### src/rtl/rsa_cmd_ctrl_if.sv
// ARM-facing command/data handshake bundle of the RSA accelerator.
// master = ARM side, slave = command sequencer.
interface rsa_cmd_ctrl_if;
    logic [31:0] arm_to_fpga_cmd;
    logic        arm_to_fpga_cmd_valid;
    logic        fpga_to_arm_done;
    logic        fpga_to_arm_done_read;
    logic        arm_to_fpga_data_valid;
    logic        arm_to_fpga_data_ready;
    logic        fpga_to_arm_data_valid;
    logic        fpga_to_arm_data_ready;

    // Handshakes: a word moves on a rising edge where its valid and ready are both 1;
    // done is held until done_read is seen on a later edge.
    modport master (
        output arm_to_fpga_cmd,
        output arm_to_fpga_cmd_valid,
        input  fpga_to_arm_done,
        output fpga_to_arm_done_read,
        output arm_to_fpga_data_valid,
        input  arm_to_fpga_data_ready,
        input  fpga_to_arm_data_valid,
        output fpga_to_arm_data_ready
    );

    modport slave (
        input  arm_to_fpga_cmd,
        input  arm_to_fpga_cmd_valid,
        output fpga_to_arm_done,
        input  fpga_to_arm_done_read,
        input  arm_to_fpga_data_valid,
        output arm_to_fpga_data_ready,
        output fpga_to_arm_data_valid,
        input  fpga_to_arm_data_ready
    );
endinterface

### src/rtl/rsa_cmd_ctrl.sv
// RSA accelerator command sequencer: decodes ARM commands, drives the ARM
// handshakes, datapath load strobes and start pulses, and counts compute cycles.
module rsa_cmd_ctrl #(
    parameter int CNT_W = 32
) (
    input  logic             clk,
    input  logic             resetn,
    rsa_cmd_ctrl_if.slave    arm,
    output logic             ld_mod,
    output logic             ld_rsq,
    output logic             ld_exp,
    output logic             start_mont,
    output logic             start_exp,
    input  logic             core_done,
    output logic [CNT_W-1:0] cycle_count,
    output logic [3:0]       leds
);

    typedef enum logic [2:0] {
        S_IDLE    = 3'd0,
        S_RX      = 3'd1,
        S_COMPUTE = 3'd2,
        S_TX      = 3'd3,
        S_DONE    = 3'd4
    } state_t;

    localparam logic [2:0] C_EXP      = 3'd0;
    localparam logic [2:0] C_MONT     = 3'd1;
    localparam logic [2:0] C_READ_MOD = 3'd2;
    localparam logic [2:0] C_READ_RSQ = 3'd3;
    localparam logic [2:0] C_READ_EXP = 3'd4;
    localparam logic [2:0] C_WRITE    = 3'd5;

    localparam logic [CNT_W-1:0] CNT_ONE = CNT_W'(1);

    state_t     state;
    state_t     state_nxt;
    logic [2:0] code;
    logic       err;

    logic       take_cmd;
    logic       cmd_legal;
    logic       cmd_compute;
    logic       first_cycle;

    assign take_cmd    = (state == S_IDLE) && arm.arm_to_fpga_cmd_valid;
    assign cmd_legal   = (arm.arm_to_fpga_cmd[31:3] == 29'd0) &&
                         (arm.arm_to_fpga_cmd[2:0] <= C_WRITE);
    assign cmd_compute = (arm.arm_to_fpga_cmd[2:0] == C_EXP) ||
                         (arm.arm_to_fpga_cmd[2:0] == C_MONT);
    // The start pulse flop is high exactly in the first COMPUTE cycle.
    assign first_cycle = start_exp | start_mont;

    // State register
    always_ff @(posedge clk or negedge resetn) begin
        if (!resetn) begin
            state <= S_IDLE;
        end else begin
            state <= state_nxt;
        end
    end

    // Next-state logic
    always_comb begin
        state_nxt = state;
        case (state)
            S_IDLE: begin
                if (arm.arm_to_fpga_cmd_valid) begin
                    if (!cmd_legal) begin
                        state_nxt = S_DONE;
                    end else if (cmd_compute) begin
                        state_nxt = S_COMPUTE;
                    end else if (arm.arm_to_fpga_cmd[2:0] == C_WRITE) begin
                        state_nxt = S_TX;
                    end else begin
                        state_nxt = S_RX;
                    end
                end
            end
            S_RX: begin
                if (arm.arm_to_fpga_data_valid) state_nxt = S_DONE;
            end
            S_COMPUTE: begin
                if (!first_cycle && core_done) state_nxt = S_DONE;
            end
            S_TX: begin
                if (arm.fpga_to_arm_data_ready) state_nxt = S_DONE;
            end
            S_DONE: begin
                if (arm.fpga_to_arm_done_read) state_nxt = S_IDLE;
            end
            default: state_nxt = S_IDLE;
        endcase
    end

    // Moore outputs plus the combinational load strobes
    always_comb begin
        arm.arm_to_fpga_data_ready = (state == S_RX);
        arm.fpga_to_arm_data_valid = (state == S_TX);
        arm.fpga_to_arm_done       = (state == S_DONE);
        leds                       = {err, state};
        ld_mod = (state == S_RX) && arm.arm_to_fpga_data_valid && (code == C_READ_MOD);
        ld_rsq = (state == S_RX) && arm.arm_to_fpga_data_valid && (code == C_READ_RSQ);
        ld_exp = (state == S_RX) && arm.arm_to_fpga_data_valid && (code == C_READ_EXP);
    end

    // Command latch, error flag, start pulses and compute-cycle counter
    always_ff @(posedge clk or negedge resetn) begin
        if (!resetn) begin
            code        <= 3'd0;
            err         <= 1'b0;
            start_exp   <= 1'b0;
            start_mont  <= 1'b0;
            cycle_count <= '0;
        end else begin
            start_exp  <= take_cmd && cmd_legal && (arm.arm_to_fpga_cmd[2:0] == C_EXP);
            start_mont <= take_cmd && cmd_legal && (arm.arm_to_fpga_cmd[2:0] == C_MONT);
            if (take_cmd) begin
                if (cmd_legal) begin
                    code <= arm.arm_to_fpga_cmd[2:0];
                    err  <= 1'b0;
                end else begin
                    err  <= 1'b1;
                end
            end
            if (take_cmd && cmd_legal && cmd_compute) begin
                cycle_count <= '0;
            end else if ((state == S_COMPUTE) && (cycle_count != '1)) begin
                cycle_count <= cycle_count + CNT_ONE;
            end
        end
    end

endmodule

### src/flat_wrapper.sv
// flat-port wrapper written by rule: the top's interface ports become plain ports
module rsa_cmd_ctrl_flat 
#(
    parameter int CNT_W = 32
)
  (clk, resetn, ld_mod, ld_rsq, ld_exp, start_mont, start_exp, core_done, cycle_count, leds, arm_arm_to_fpga_cmd, arm_arm_to_fpga_cmd_valid, arm_fpga_to_arm_done, arm_fpga_to_arm_done_read, arm_arm_to_fpga_data_valid, arm_arm_to_fpga_data_ready, arm_fpga_to_arm_data_valid, arm_fpga_to_arm_data_ready);
  rsa_cmd_ctrl_if arm_i ();
  input  logic clk;
  input  logic resetn;
  output logic ld_mod;
  output logic ld_rsq;
  output logic ld_exp;
  output logic start_mont;
  output logic start_exp;
  input  logic core_done;
  output logic [CNT_W-1:0] cycle_count;
  output logic [3:0] leds;
  input wire logic [$bits(arm_i.arm_to_fpga_cmd)-1:0] arm_arm_to_fpga_cmd;
  input wire logic [$bits(arm_i.arm_to_fpga_cmd_valid)-1:0] arm_arm_to_fpga_cmd_valid;
  output wire logic [$bits(arm_i.fpga_to_arm_done)-1:0] arm_fpga_to_arm_done;
  input wire logic [$bits(arm_i.fpga_to_arm_done_read)-1:0] arm_fpga_to_arm_done_read;
  input wire logic [$bits(arm_i.arm_to_fpga_data_valid)-1:0] arm_arm_to_fpga_data_valid;
  output wire logic [$bits(arm_i.arm_to_fpga_data_ready)-1:0] arm_arm_to_fpga_data_ready;
  output wire logic [$bits(arm_i.fpga_to_arm_data_valid)-1:0] arm_fpga_to_arm_data_valid;
  input wire logic [$bits(arm_i.fpga_to_arm_data_ready)-1:0] arm_fpga_to_arm_data_ready;
  assign arm_i.arm_to_fpga_cmd = arm_arm_to_fpga_cmd;
  assign arm_i.arm_to_fpga_cmd_valid = arm_arm_to_fpga_cmd_valid;
  assign arm_fpga_to_arm_done = arm_i.fpga_to_arm_done;
  assign arm_i.fpga_to_arm_done_read = arm_fpga_to_arm_done_read;
  assign arm_i.arm_to_fpga_data_valid = arm_arm_to_fpga_data_valid;
  assign arm_arm_to_fpga_data_ready = arm_i.arm_to_fpga_data_ready;
  assign arm_fpga_to_arm_data_valid = arm_i.fpga_to_arm_data_valid;
  assign arm_i.fpga_to_arm_data_ready = arm_fpga_to_arm_data_ready;
  rsa_cmd_ctrl #(.CNT_W(CNT_W)) u_core (.clk(clk), .resetn(resetn), .arm(arm_i), .ld_mod(ld_mod), .ld_rsq(ld_rsq), .ld_exp(ld_exp), .start_mont(start_mont), .start_exp(start_exp), .core_done(core_done), .cycle_count(cycle_count), .leds(leds));
endmodule
### config.mk
export PLATFORM = sky130hd
export DESIGN_NAME = rsa_cmd_ctrl_flat
export DESIGN_NICKNAME = d
export VERILOG_FILES = /design/src/rtl/rsa_cmd_ctrl_if.sv /design/src/rtl/rsa_cmd_ctrl.sv /design/src/flat_wrapper.sv
export SDC_FILE = /design/constraint.sdc
export NUM_CORES = 1
export LEC_CHECK = 0
export ABC_AREA = 1
export BUFFER_PORTS_ARGS = -buffer_cell sky130_fd_sc_hd__buf_2
export CAP_MARGIN = 20
export CORE_UTILIZATION = 35
export CTS_BUF_LIST = sky130_fd_sc_hd__clkbuf_8 sky130_fd_sc_hd__clkbuf_16
export CTS_CLUSTER_DIAMETER = 100
export DETAILED_ROUTE_END_ITERATION = 12
export HOLD_SLACK_MARGIN = 0.02
export PLACE_DENSITY = 0.68
export SYNTH_ARGS = -nofsm -noshare
export SYNTH_HDL_FRONTEND = slang
export SYNTH_SLANG_ARGS = --single-unit
### constraint.sdc
create_clock -name clk -period 2.48 [get_ports clk]
set_input_delay 0.496 -clock clk [delete_from_list [all_inputs] [get_ports clk]]
set_output_delay 0.496 -clock clk [all_outputs]
set_load 0.05 [all_outputs]
==> results.md, run 1 <==
- Reg clk slew, reported paths: 0.09 ns
- Residual DRC: 1
- Cts hold-fix bufs: 0
- Pre-Repair DR Iteration Count: 9
- Synth top area cells: dfrtp_1 (35%), nand2_1 (20%), nor2_1 (10%)
- Area delta synth->final: 22.74%
- Post-Syn Area: 0.002960 mm^2
- Power Density: 557.8 mW/mm^2
- Final net count: 589
- Dpl ws: 0.3845 ns
- Commonest cells post-synth: nand2_1 (154), nor2_1 (80), nand3_1 (59)
- Rel. slew slack: 0.6938
- Met3 wire length: 437 um
- DRT iter0 DRCs: 126
- Max stage delay on crit path: 0.44 ns
- Maxcap violations: 0
- Antenna diode count: 0
- Clk sinks: 41
- Status: finished with violations
- Resize count post-CTS: 0
- Layout cell share with drive strength beyond 1: 0.2273
- Die area: 0.008829 mm^2
- Final ANT Viol Nets: 0
- Max Clock Skew: 0.01109 ns
- Final setup viols: 0
- Vias per inst: 4.805
- Power, Total: 2027 uW
- Vias: 3147
- Fin worst setup slack: 0.2508 ns
- TritonCTS buffer count: 5
- DIE WIDTH: 93.97 um
- Startpoint class of the critical path: register
- Die height: 93.97 um
- Metal-1 WL: 3644 um
- Worst endpoint required time: 1.98 ns
- Worst path bufs/invs: 2
- Row cnt: 33
- Antenna violations before repair: 0
- Synthesis-stage register bit count: 41
- GRT overflow: 0
- Core Area: 0.008217 mm^2
- Final Cycle Share: 0.8989
- Part of the Yosys area used for sequential elements: 0.3466
- Final instance area: 0.003633 mm^2
- Cells after synthesis: 469
- Clk_lat worst skew: 0.30 ns
- Routed wl met2: 3716 um
- HP Class: primary input to asynchronous set/reset pin
- Tmin final: 2.229 ns
- Port Buffer Count: 82
- Post-DP Area: 0.003500 mm^2
- Ys Warns: 0
- Top delay family on crit path: simple AND/OR/NAND/NOR gates
- EDFF count, synth: 0
- DR WL/cell: 12.08 um
- Cell taking the most area after synthesis: dfrtp_1
- Critical path cell sequence: inv_2, nor3_4, nand2_2, nor4_4, buf_2
- TNS Setup: 0 ns
- Routed wire length: 7915 um
- Post-CTS Setup Bufs: 0
- CTS Buffer Depth: 2
- Async set or reset register ratio after synthesis: 1.000
- CP arrival: 1.73 ns
- Post-detail-place hpwl: 6220 um
- Vias in the first global route: 2806
- Mapped Avg Cell Area: 6.312 um^2
- Post-synthesis net count: 509
- Initial Utilization: 0.3603
- Max Slew Vio Count: 0
- Actual slew at the worst max-slew pin: 0.4593 ns
- Layout Cells excl Fill: 655
- Failing checks: DRC
- Inst Count DP: 647
- WS Path Type: register to output port
- First-pass GRT wire length: 13010 um
- Final GP Congestion: 0.8952
- Root Driver: clkbuf_8
- Max IR drop VDD: 415.0 uV
- CTS tree: done
- Synth Flop Type: dfrtp_1
- Max Fclk: 448.6 MHz
- Count leader, synth: nand2_1
- Htree depth: 2
- Crit-path slowest cell: dfrtp_2
- Max Used Layer: met4
- Top cell type's share of synthesized area: 0.3466
- CP endpoint kind: output port
- Number of distinct library cells after synthesis: 30
- Fillers: 875
- Crit Path Max Fanout: 6
- Largest net degree at the start of global routing: 39
- Leakage Power: 0.001957 uW
- Total GRT Usage: 0.1897
- RSZ-0062 raised after global routing: no
- Final Hold Fails: 0
- Number of I/O pins: 83
## final cells by class
type / instances / area [um^2] / area share
clock buffer: 5 / 68.82 / 0.01894
timing repair buffer: 85 / 432.9 / 0.1191
tap: 105 / 131.4 / 0.03616
multi-input combinational: 359 / 1693 / 0.4659
sequential: 41 / 1028 / 0.2831
inverter: 57 / 214.0 / 0.05888
clock inverter: 3 / 65.06 / 0.01791
## worst paths after layout
path	start	to	slack (ns)	depth (start not counted)
min in group clk	arm_arm_to_fpga_cmd[0]	u_core.start_exp$_DFF_PN0_	0.38	2
min	resetn	u_core.cycle_count[1]$_DFFE_PN0P_	0.13	1
min reg2reg	u_core.err$_DFFE_PN0N_	u_core.err$_DFFE_PN0N_	0.52	1
max	u_core.state[0]$_DFFE_PN0P_	ld_mod	0.25	5
max in group asynchronous	resetn	u_core.cycle_count[28]$_DFFE_PN0P_	1.67	2
max reg2reg	u_core.cycle_count[1]$_DFFE_PN0P_	u_core.cycle_count[4]$_DFFE_PN0P_	0.37	10
## per-stage QoR
stage	hold slack (ns)	utilization
6_report	0.1338	0.4422
4_1_cts	0.1433	0.4422
3_3_place_gp	0.4711	0.4259
5_1_grt	0.1600	0.4422
3_5_place_dp	0.4742	0.4259
2_1_floorplan	0.2004	-
## routing by layer
layer,track usage,vias to the layer above
met2,0.3303,114
li1,-,1633
met3,0.03074,9
met4,0.05256,0
met1,0.2407,1391
met5,0,-
## layout by cell type (no fill, tap or decap), types with 2 or more instances in the layout
cell,n
a21oi_1,2
buf_2,82
buf_4,3
bufinv_16,2
clkbuf_8,5
dfrtp_1,39
dfrtp_2,2
inv_1,54
inv_2,2
nand2_1,153
nand2_2,5
nand2_4,3
nand3_1,59
nand3b_1,2
nand4_1,15
nor2_1,79
nor2_2,6
nor2_4,2
nor3_1,7
nor3_2,2
nor4_4,2
o21ai_0,5
or2_2,5
xnor2_1,2
xor2_1,4
## registers in the layout (all words and copies together) (netlist names)
name,cells
u_core.cycle_count,32
u_core.state,3
u_core.start_mont,1
u_core.start_exp,1
u_core.err,1
u_core.code,3
## logic make-up after synthesis
kind of cell / share of synthesized area
buf+inv: 0.09890
fa+ha+maj: 0.004226
flops: 0.3466
xor+xnor: 0.01775
compound gates: 0.02113
simple gates: 0.5114
## power by group
group	switching, uW	internal, uW	leakage (uW)
clock network	250	400	0.0000681
logic	434	157	0.00140
registers	73.2	712	0.000485
total	757	1270	0.00196
Note: power is estimated with default switching activity, not from simulation.
==> run 2: changes to the inputs <==
CORE_UTILIZATION = 25   (was 35)
PLACE_DENSITY = 0.55   (was 0.68)
==> run 2 against run 1 <==
Effect of this change: the flow now finishes without violations; sequential power up 0.8%; clock power up 21%; die area up 39%; register-to-register slack better by 0.15 ns; global-route usage down 4.5 points; final cell count up 6.0%; largest cell class unchanged.
==> results.md, run 2 (same netlist as run 1, synthesis figures left out) <==
- Final Hold Fails: 0 (unchanged)
- Area delta synth->final: 26.04%
- Max Clock Skew: 0.005787 ns (-0.005300 ns)
- Port Buffer Count: 82 (unchanged)
- Total GRT Usage: 0.1447 (-0.04496)
- Pre-Repair DR Iteration Count: 5 (-4)
- First-pass GRT wire length: 14520 um (+12%)
- CP endpoint kind: output port
- WS Path Type: register to output port
- Final setup viols: 0 (unchanged)
- Htree depth: 2 (unchanged)
- Row cnt: 39 (+18%)
- DIE WIDTH: 110.8 um (+18%)
- FF+latch area: 0.001028 mm^2 (unchanged)
- Core Area: 0.01147 mm^2 (+40%)
- Routed wire length: 8393 um (+6.0%)
- Final Cycle Share: 0.9057 (+0.006806)
- Initial Utilization: 0.2582 (-0.1021)
- Dpl ws: 0.5101 ns (+0.1256 ns)
- Largest regs: u_core.cycle_count: 32 flops, u_core.code: 3 flops, u_core.state: 3 flops
- Top delay family on crit path: simple AND/OR/NAND/NOR gates
- Vias per inst: 4.532 (-5.7%)
- Resize count post-CTS: 0 (unchanged)
- Cts hold-fix bufs: 0 (unchanged)
- Final net count: 590 (+0.17%)
- Final ANT Viol Nets: 0 (unchanged)
- Max stage delay on crit path: 0.44 ns (about the same)
- Fillers: 1234 (+41%)
- CTS Buffer Depth: 2 (unchanged)
- Max Fclk: 445.2 MHz (-0.75%)
- HP Class: primary input to asynchronous set/reset pin
- Worst path bufs/invs: 2 (unchanged)
- Most frequent cells in the layout: nand2_1 (153), buf_2 (82), nor2_1 (79)
- Register-to-Register Setup Slack: 0.52 ns (+0.15 ns)
- Root Driver: clkbuf_16
- Max reg flops: 32 (unchanged)
- Largest net degree at the start of global routing: 42 (+7.7%)
- Antenna diode count: 0 (unchanged)
- Post-CTS Setup Bufs: 0 (unchanged)
- Reg clk slew, reported paths: 0.06 ns (-0.03 ns)
- Die height: 110.8 um (+18%)
- Max Slew Vio Count: 0 (unchanged)
- RSZ-0062 raised after global routing: no
- Layout cell share with drive strength beyond 1: 0.2287 (+0.001402)
- Residual DRC: 0 (-1)
- Final design utilization: 0.3254 (-0.1168)
- Critical path cell sequence: inv_2, nor3_4, nand2_2, nor4_4, buf_2
- Crit Path Max Fanout: 6 (unchanged)
- TNS Setup: 0 ns (unchanged)
- Largest Register: u_core.cycle_count
- Antenna violations before repair: 0 (unchanged)
- Rel. slew slack: 0.6441 (-0.04973)
- Post-detail-place hpwl: 6604 um (+6.2%)
- GRT overflow: 0 (unchanged)
- Layout Cells excl Fill: 694 (+6.0%)
- Actual slew at the worst max-slew pin: 0.5339 ns (+0.07459 ns)
- Die area: 0.01228 mm^2 (+39%)
- Vias in the first global route: 3088 (+10%)
- Final GP Congestion: 0.8790 (-1.8%)
- Startpoint class of the critical path: register
- Leakage Power: 0.001976 uW (+0.98%)
- CP arrival: 1.75 ns (+0.02 ns)
- Clk_lat worst skew: 0.29 ns (about the same)
- Status: completed
- Clk sinks: 41 (unchanged)
- DR WL/cell: 12.09 um (about the same)
- Inst Count DP: 686 (+6.0%)
- Max IR drop VDD: 301.6 uV (-27%)
- Tmin final: 2.246 ns (+0.01688 ns)
- Number of I/O pins: 83 (unchanged)
- CTS tree: done
- Power Density: 580.8 mW/mm^2 (+4.1%)
- Vias: 3145 (-0.064%)
- Maxcap violations: 0 (unchanged)
- Fin worst setup slack: 0.2339 ns (-0.01688 ns)
- TritonCTS buffer count: 5 (unchanged)
- Crit-path slowest cell: dfrtp_2
- Worst endpoint required time: 1.98 ns (about the same)
- DRT iter0 DRCs: 128 (+1.6%)
- Area of the multi-input gates: 0.001693 mm^2 (unchanged)
- Leading cell type in the layout, fill and taps excluded: nand2_1
-- run 2: changes by cell type in the layout (fill, tap and decap cells not counted), sizes merged --
cell and delta:
buf +1, bufinv -1, clkinv -1, clkbuf +1
clkinvlp +1
-- run 2: per-stage QoR --
stage | hold slack (ns) | instance area, um^2 | total power, uW
floorplan | 0.2004 | 3014 | 1222
global placement | 0.4944 | 3555 | 1390
detailed placement | 0.4800 | 3555 | 1400
CTS | 0.3083 | 3731 | 2192
global route | 0.3362 | 3731 | 2289
finish | 0.2823 | 3731 | 2167
-- run 2: path summary, 6_finish.rpt --
check | start | endpoint | cells past startpoint
min in group clk | arm_arm_to_fpga_cmd[0] | u_core.start_exp$_DFF_PN0_ | 2
worst min register to register | u_core.err$_DFFE_PN0N_ | u_core.err$_DFFE_PN0N_ | 1
worst min-delay path | resetn | u_core.cycle_count[8]$_DFFE_PN0P_ | 2
max in group asynchronous | resetn | u_core.state[0]$_DFFE_PN0P_ | 2
worst max-delay path | u_core.state[0]$_DFFE_PN0P_ | ld_rsq | 5
worst max register to register | u_core.cycle_count[0]$_DFFE_PN0P_ | u_core.cycle_count[4]$_DFFE_PN0P_ | 10
-- run 2: worst reg2reg max path, cell delays in order, from the launching register on --
cell	delay [ns]
dfrtp_1	0.42
ha_1	0.24
nand2_2	0.11
nor2_4	0.06
nand2_4	0.12
nor2_8	0.06
nand2_4	0.17
nand2_4	0.12
inv_2	0.34
o211ai_1	0.16
nand2_1	0.09
-- run 2: per-layer routing --
metal | vias to the layer above | share of wire | wire length [um] | track usage
met5 | - | 0 | 0 | 0
met4 | 0 | 0.018 | 153 | 0.05067
met3 | 10 | 0.056 | 470 | 0.02187
met2 | 96 | 0.48 | 3996 | 0.2534
met1 | 1398 | 0.45 | 3772 | 0.1798
li1 | 1641 | - | - | -
-- run 2: report_power, final --
part	internal, uW	switching, uW
Combinational	157	433
Clock	503	282
Sequential	713	79.2
Total	1370	794
-- run 2: final cells by class --
cell class                      count  area share
Tap cell                          143     0.04795
Multi-Input combinational cell    359      0.4537
Sequential cell                    41      0.2757
Inverter                           57     0.05734
Clock buffer                        6     0.03722
Clock inverter                      2     0.01006
Timing Repair Buffer               86      0.1180
==> run 3: changes to the inputs <==
ABC_AREA = not set   (was 1)
PLACE_DENSITY = 0.57   (was 0.55)
==> run 3 against run 2 <==
Effect of this change: first-iteration DRC count fell by 30%; non-clock buffer count rose by 3; synthesized cell count fell by 46%; via count fell by 25%; global-route usage fell by 0.12 points; routed wire length fell by 21%; sequential power fell by 10%; critical endpoint unchanged; largest power group unchanged.
==> results.md, run 3 <==
- Top delay family on crit path: simple AND/OR/NAND/NOR gates
- Rel. slew slack: 0.6058 (-0.03829)
- Tmin final: 2.298 ns (+0.05210 ns)
- Pint: 1070 uW (-22%)
- Final ANT Viol Nets: 0 (unchanged)
- Final setup viols: 0 (unchanged)
- Post-synthesis net count: 293 (-42%)
- Post-Syn Area: 0.002401 mm^2 (-19%)
- Initial Utilization: 0.2586 (+0.0004693)
- Resize count post-CTS: 0 (unchanged)
- WS Path Type: register to output port
- TritonCTS buffer count: 5 (unchanged)
- Core Area: 0.009284 mm^2 (-19%)
- Reg clk slew, reported paths: 0.08 ns (+0.02 ns)
- Status: completed
- Part of the Yosys area used for sequential elements: 0.4273 (+0.08073)
- Worst path bufs/invs: 1 (-1)
- Final Cycle Share: 0.9267 (+0.02101)
- Final net count: 377 (-36%)
- Die area: 0.01000 mm^2 (-19%)
- Fillers: 1014 (-18%)
- Vias per inst: 5.036 (+11%)
- Most frequent cells in the layout: buf_2 (82), dfrtp_1 (38), nor2_1 (23)
- Die height: 100 um (-9.8%)
- Post-detail-place hpwl: 5157 um (-22%)
- CTS Buffer Depth: 2 (unchanged)
- Area of the multi-input gates: 0.001353 mm^2 (-20%)
- Row cnt: 35 (-10%)
- Logic pwr share: 0.124 (-0.148)
- Cells after synthesis: 253 (-46%)
- Number of I/O pins: 83 (unchanged)
- NetSw: 375.4 uW (-53%)
- Port Buffer Count: 82 (unchanged)
- HP Class: primary input to asynchronous set/reset pin
- Startpoint class of the critical path: register
- Crit Path Max Fanout: 12 (+6)
- Worst endpoint required time: 1.98 ns (about the same)
- Switching share of power: 0.2598 (-0.1066)
- Commonest cells post-synth: dfrtp_1 (41), nor2_1 (23), a21oi_1 (17)
- Antenna violations before repair: 0 (unchanged)
- Mapped Avg Cell Area: 9.490 um^2 (+50%)
- Cts hold-fix bufs: 0 (unchanged)
- First-pass GRT wire length: 11520 um (-21%)
- Residual DRC: 0 (unchanged)
- Antenna diode count: 0 (unchanged)
- Pre-Repair DR Iteration Count: 4 (-1)
- Sequential power share: 0.493 (+0.127)
- DIE WIDTH: 100 um (-9.8%)
- Maxcap violations: 0 (unchanged)
- Synth top area cells: dfrtp_1 (43%), xnor2_1 (5.8%), nand4_1 (3.6%)
- GRT overflow: 0 (unchanged)
- Async set or reset register ratio after synthesis: 1.000 (unchanged)
- Root Driver: clkbuf_8
- Vias: 2352 (-25%)
- Max IR drop VDD: 231.3 uV (-23%)
- Routed wire length: 6663 um (-21%)
- DRT iter0 DRCs: 89 (-30%)
- CP arrival: 1.80 ns (+0.05 ns)
- Critical path cell sequence: nor3b_4, nand2_2, nor4bb_4, buf_2
- RSZ-0062 raised after global routing: no
- Power Density: 459.4 mW/mm^2 (-21%)
- Final Hold Fails: 0 (unchanged)
- Crit-path slowest cell: dfrtp_2
- Top cell type's share of synthesized area: 0.4273 (+0.08073)
- Max Slew Vio Count: 0 (unchanged)
- CTS tree: done
- CP endpoint kind: output port
- Clk sinks: 41 (unchanged)
- Max Fclk: 435.1 MHz (-2.3%)
- FF-to-FF End: u_core.cycle_count[11]$_DFFE_PN0P_
- Ys Warns: 0 (unchanged)
- Number of distinct library cells after synthesis: 46 (+53%)
- Max Clock Skew: 0.01252 ns (+0.006734 ns)
- Vias in the first global route: 2378 (-23%)
- DR WL/cell: 14.27 um (+18%)
- Largest net degree at the start of global routing: 26 (-38%)
- Fin worst setup slack: 0.1818 ns (-0.05210 ns)
- EDFF count, synth: 0 (unchanged)
- Layout cell share with drive strength beyond 1: 0.3491 (+0.1204)
- Leakage Power: 0.001262 uW (-36%)
- Cell taking the most area after synthesis: dfrtp_1
- Count leader, synth: dfrtp_1
- Power share of the clock group: 0.383 (+0.021)
- Clk_lat worst skew: 0.29 ns (about the same)
- Htree depth: 2 (unchanged)
- Largest Register: u_core.cycle_count
- Worst reg2reg path depth: 6 (-4)
- R2r startpoint: u_core.cycle_count[0]$_DFFE_PN0P_
- Area delta synth->final: 31.01%
- Actual slew at the worst max-slew pin: 0.5764 ns (+0.04253 ns)
- Largest regs: u_core.cycle_count: 32 flops, u_core.code: 3 flops, u_core.state: 3 flops
- Dpl ws: 0.2178 ns (-0.2923 ns)
- Final GP Congestion: 0.7646 (-13%)
- Post-CTS Setup Bufs: 0 (unchanged)
- Leading cell type in the layout, fill and taps excluded: buf_2
- Register-to-Register Setup Slack: 0.21 ns (-0.31 ns)
- Synthesis-stage register bit count: 41 (unchanged)
- Max reg flops: 32 (unchanged)
- Synth Flop Type: dfrtp_1
- Max stage delay on crit path: 0.51 ns (+0.07 ns)
- FF+latch area: 0.001030 mm^2 (+0.12%)
- Total GRT Usage: 0.1436 (-0.001155)
- TNS Setup: 0 ns (unchanged)
==> run 3: stage by stage <==
| stage | util | cell area, um^2 | cells | hold WS [ns] | total power (uW) |
|---|---|---|---|---|---|
| finish | 0.3388 | 3146 | 467 | 0.1127 | 1445 |
| global route | 0.3388 | 3146 | 467 | 0.1333 | 1518 |
| CTS | 0.3388 | 3146 | 467 | 0.1256 | 1465 |
| detailed placement | 0.3263 | 3029 | 459 | 0.4525 | 905.8 |
| global placement | 0.3263 | 3029 | 459 | 0.4499 | 904.0 |
| floorplan | - | 2464 | 253 | 0.2004 | 844.5 |
==> run 3: metal layers <==
metal / track usage / share of wire
met1: 0.1813 / 0.46
met2: 0.2462 / 0.47
met3: 0.03900 / 0.060
met4: 0.03010 / 0.0077
met5: 0 / 0
==> run 3: worst max-delay path by stage <==
stage	start	cells after the start	slack [ns]	endpoint
floorplan	u_core.state[2]$_DFFE_PN0P_	4	-0.20	ld_rsq
global placement	u_core.state[2]$_DFFE_PN0P_	5	0.29	u_core.state[1]$_DFFE_PN0P_
detailed placement	u_core.cycle_count[0]$_DFFE_PN0P_	6	0.22	u_core.cycle_count[11]$_DFFE_PN0P_
CTS	u_core.state[2]$_DFFE_PN0P_	4	0.16	ld_rsq
global route	u_core.cycle_count[0]$_DFFE_PN0P_	6	0.03	u_core.cycle_count[17]$_DFFE_PN0P_
finish	u_core.state[2]$_DFFE_PN0P_	4	0.18	ld_rsq
==> run 3: cell families (layout without fill, tap and decap cells) <==
kind of cell,after synthesis,after routing,synth area share
AOI/OAI and AO/OA,47,47,0.1345
buffers and inverters,18,103,0.03908
muxes,5,5,0.02293
xor gates and xnor gates,17,17,0.06201
adders and majority gates,1,1,0.005210
DFF,41,41,0.4273
and+or+nand+nor,124,124,0.3090
==> run 3: layout make-up <==
| cell class | count | area share |
|---|---|---|
| Multi-Input combinational cell | 194 | 0.4300 |
| Sequential cell | 41 | 0.3274 |
| Timing Repair Buffer | 89 | 0.1472 |
| Tap cell | 129 | 0.05131 |
| Clock buffer | 6 | 0.02625 |
| Clock inverter | 2 | 0.01074 |
| Inverter | 6 | 0.007160 |
==> run 3: worst register-to-register path: stages (launching register included) <==
cell and delay (ns):
dfrtp_1 0.43, ha_1 0.27, and3_1 0.23, and4_1 0.23, a21o_1 0.36, or4_1 0.54
a21oi_1 0.16
==> run 3: power groups by stage <==
stage / sequential, uW / clock, uW / combinational [uW]
CTS: 710 / 572 / 183
global route: 714 / 608 / 196
floorplan: 728 / 0 / 117
finish: 712 / 554 / 180
global placement: 723 / 0 / 181
detailed placement: 724 / 0 / 182
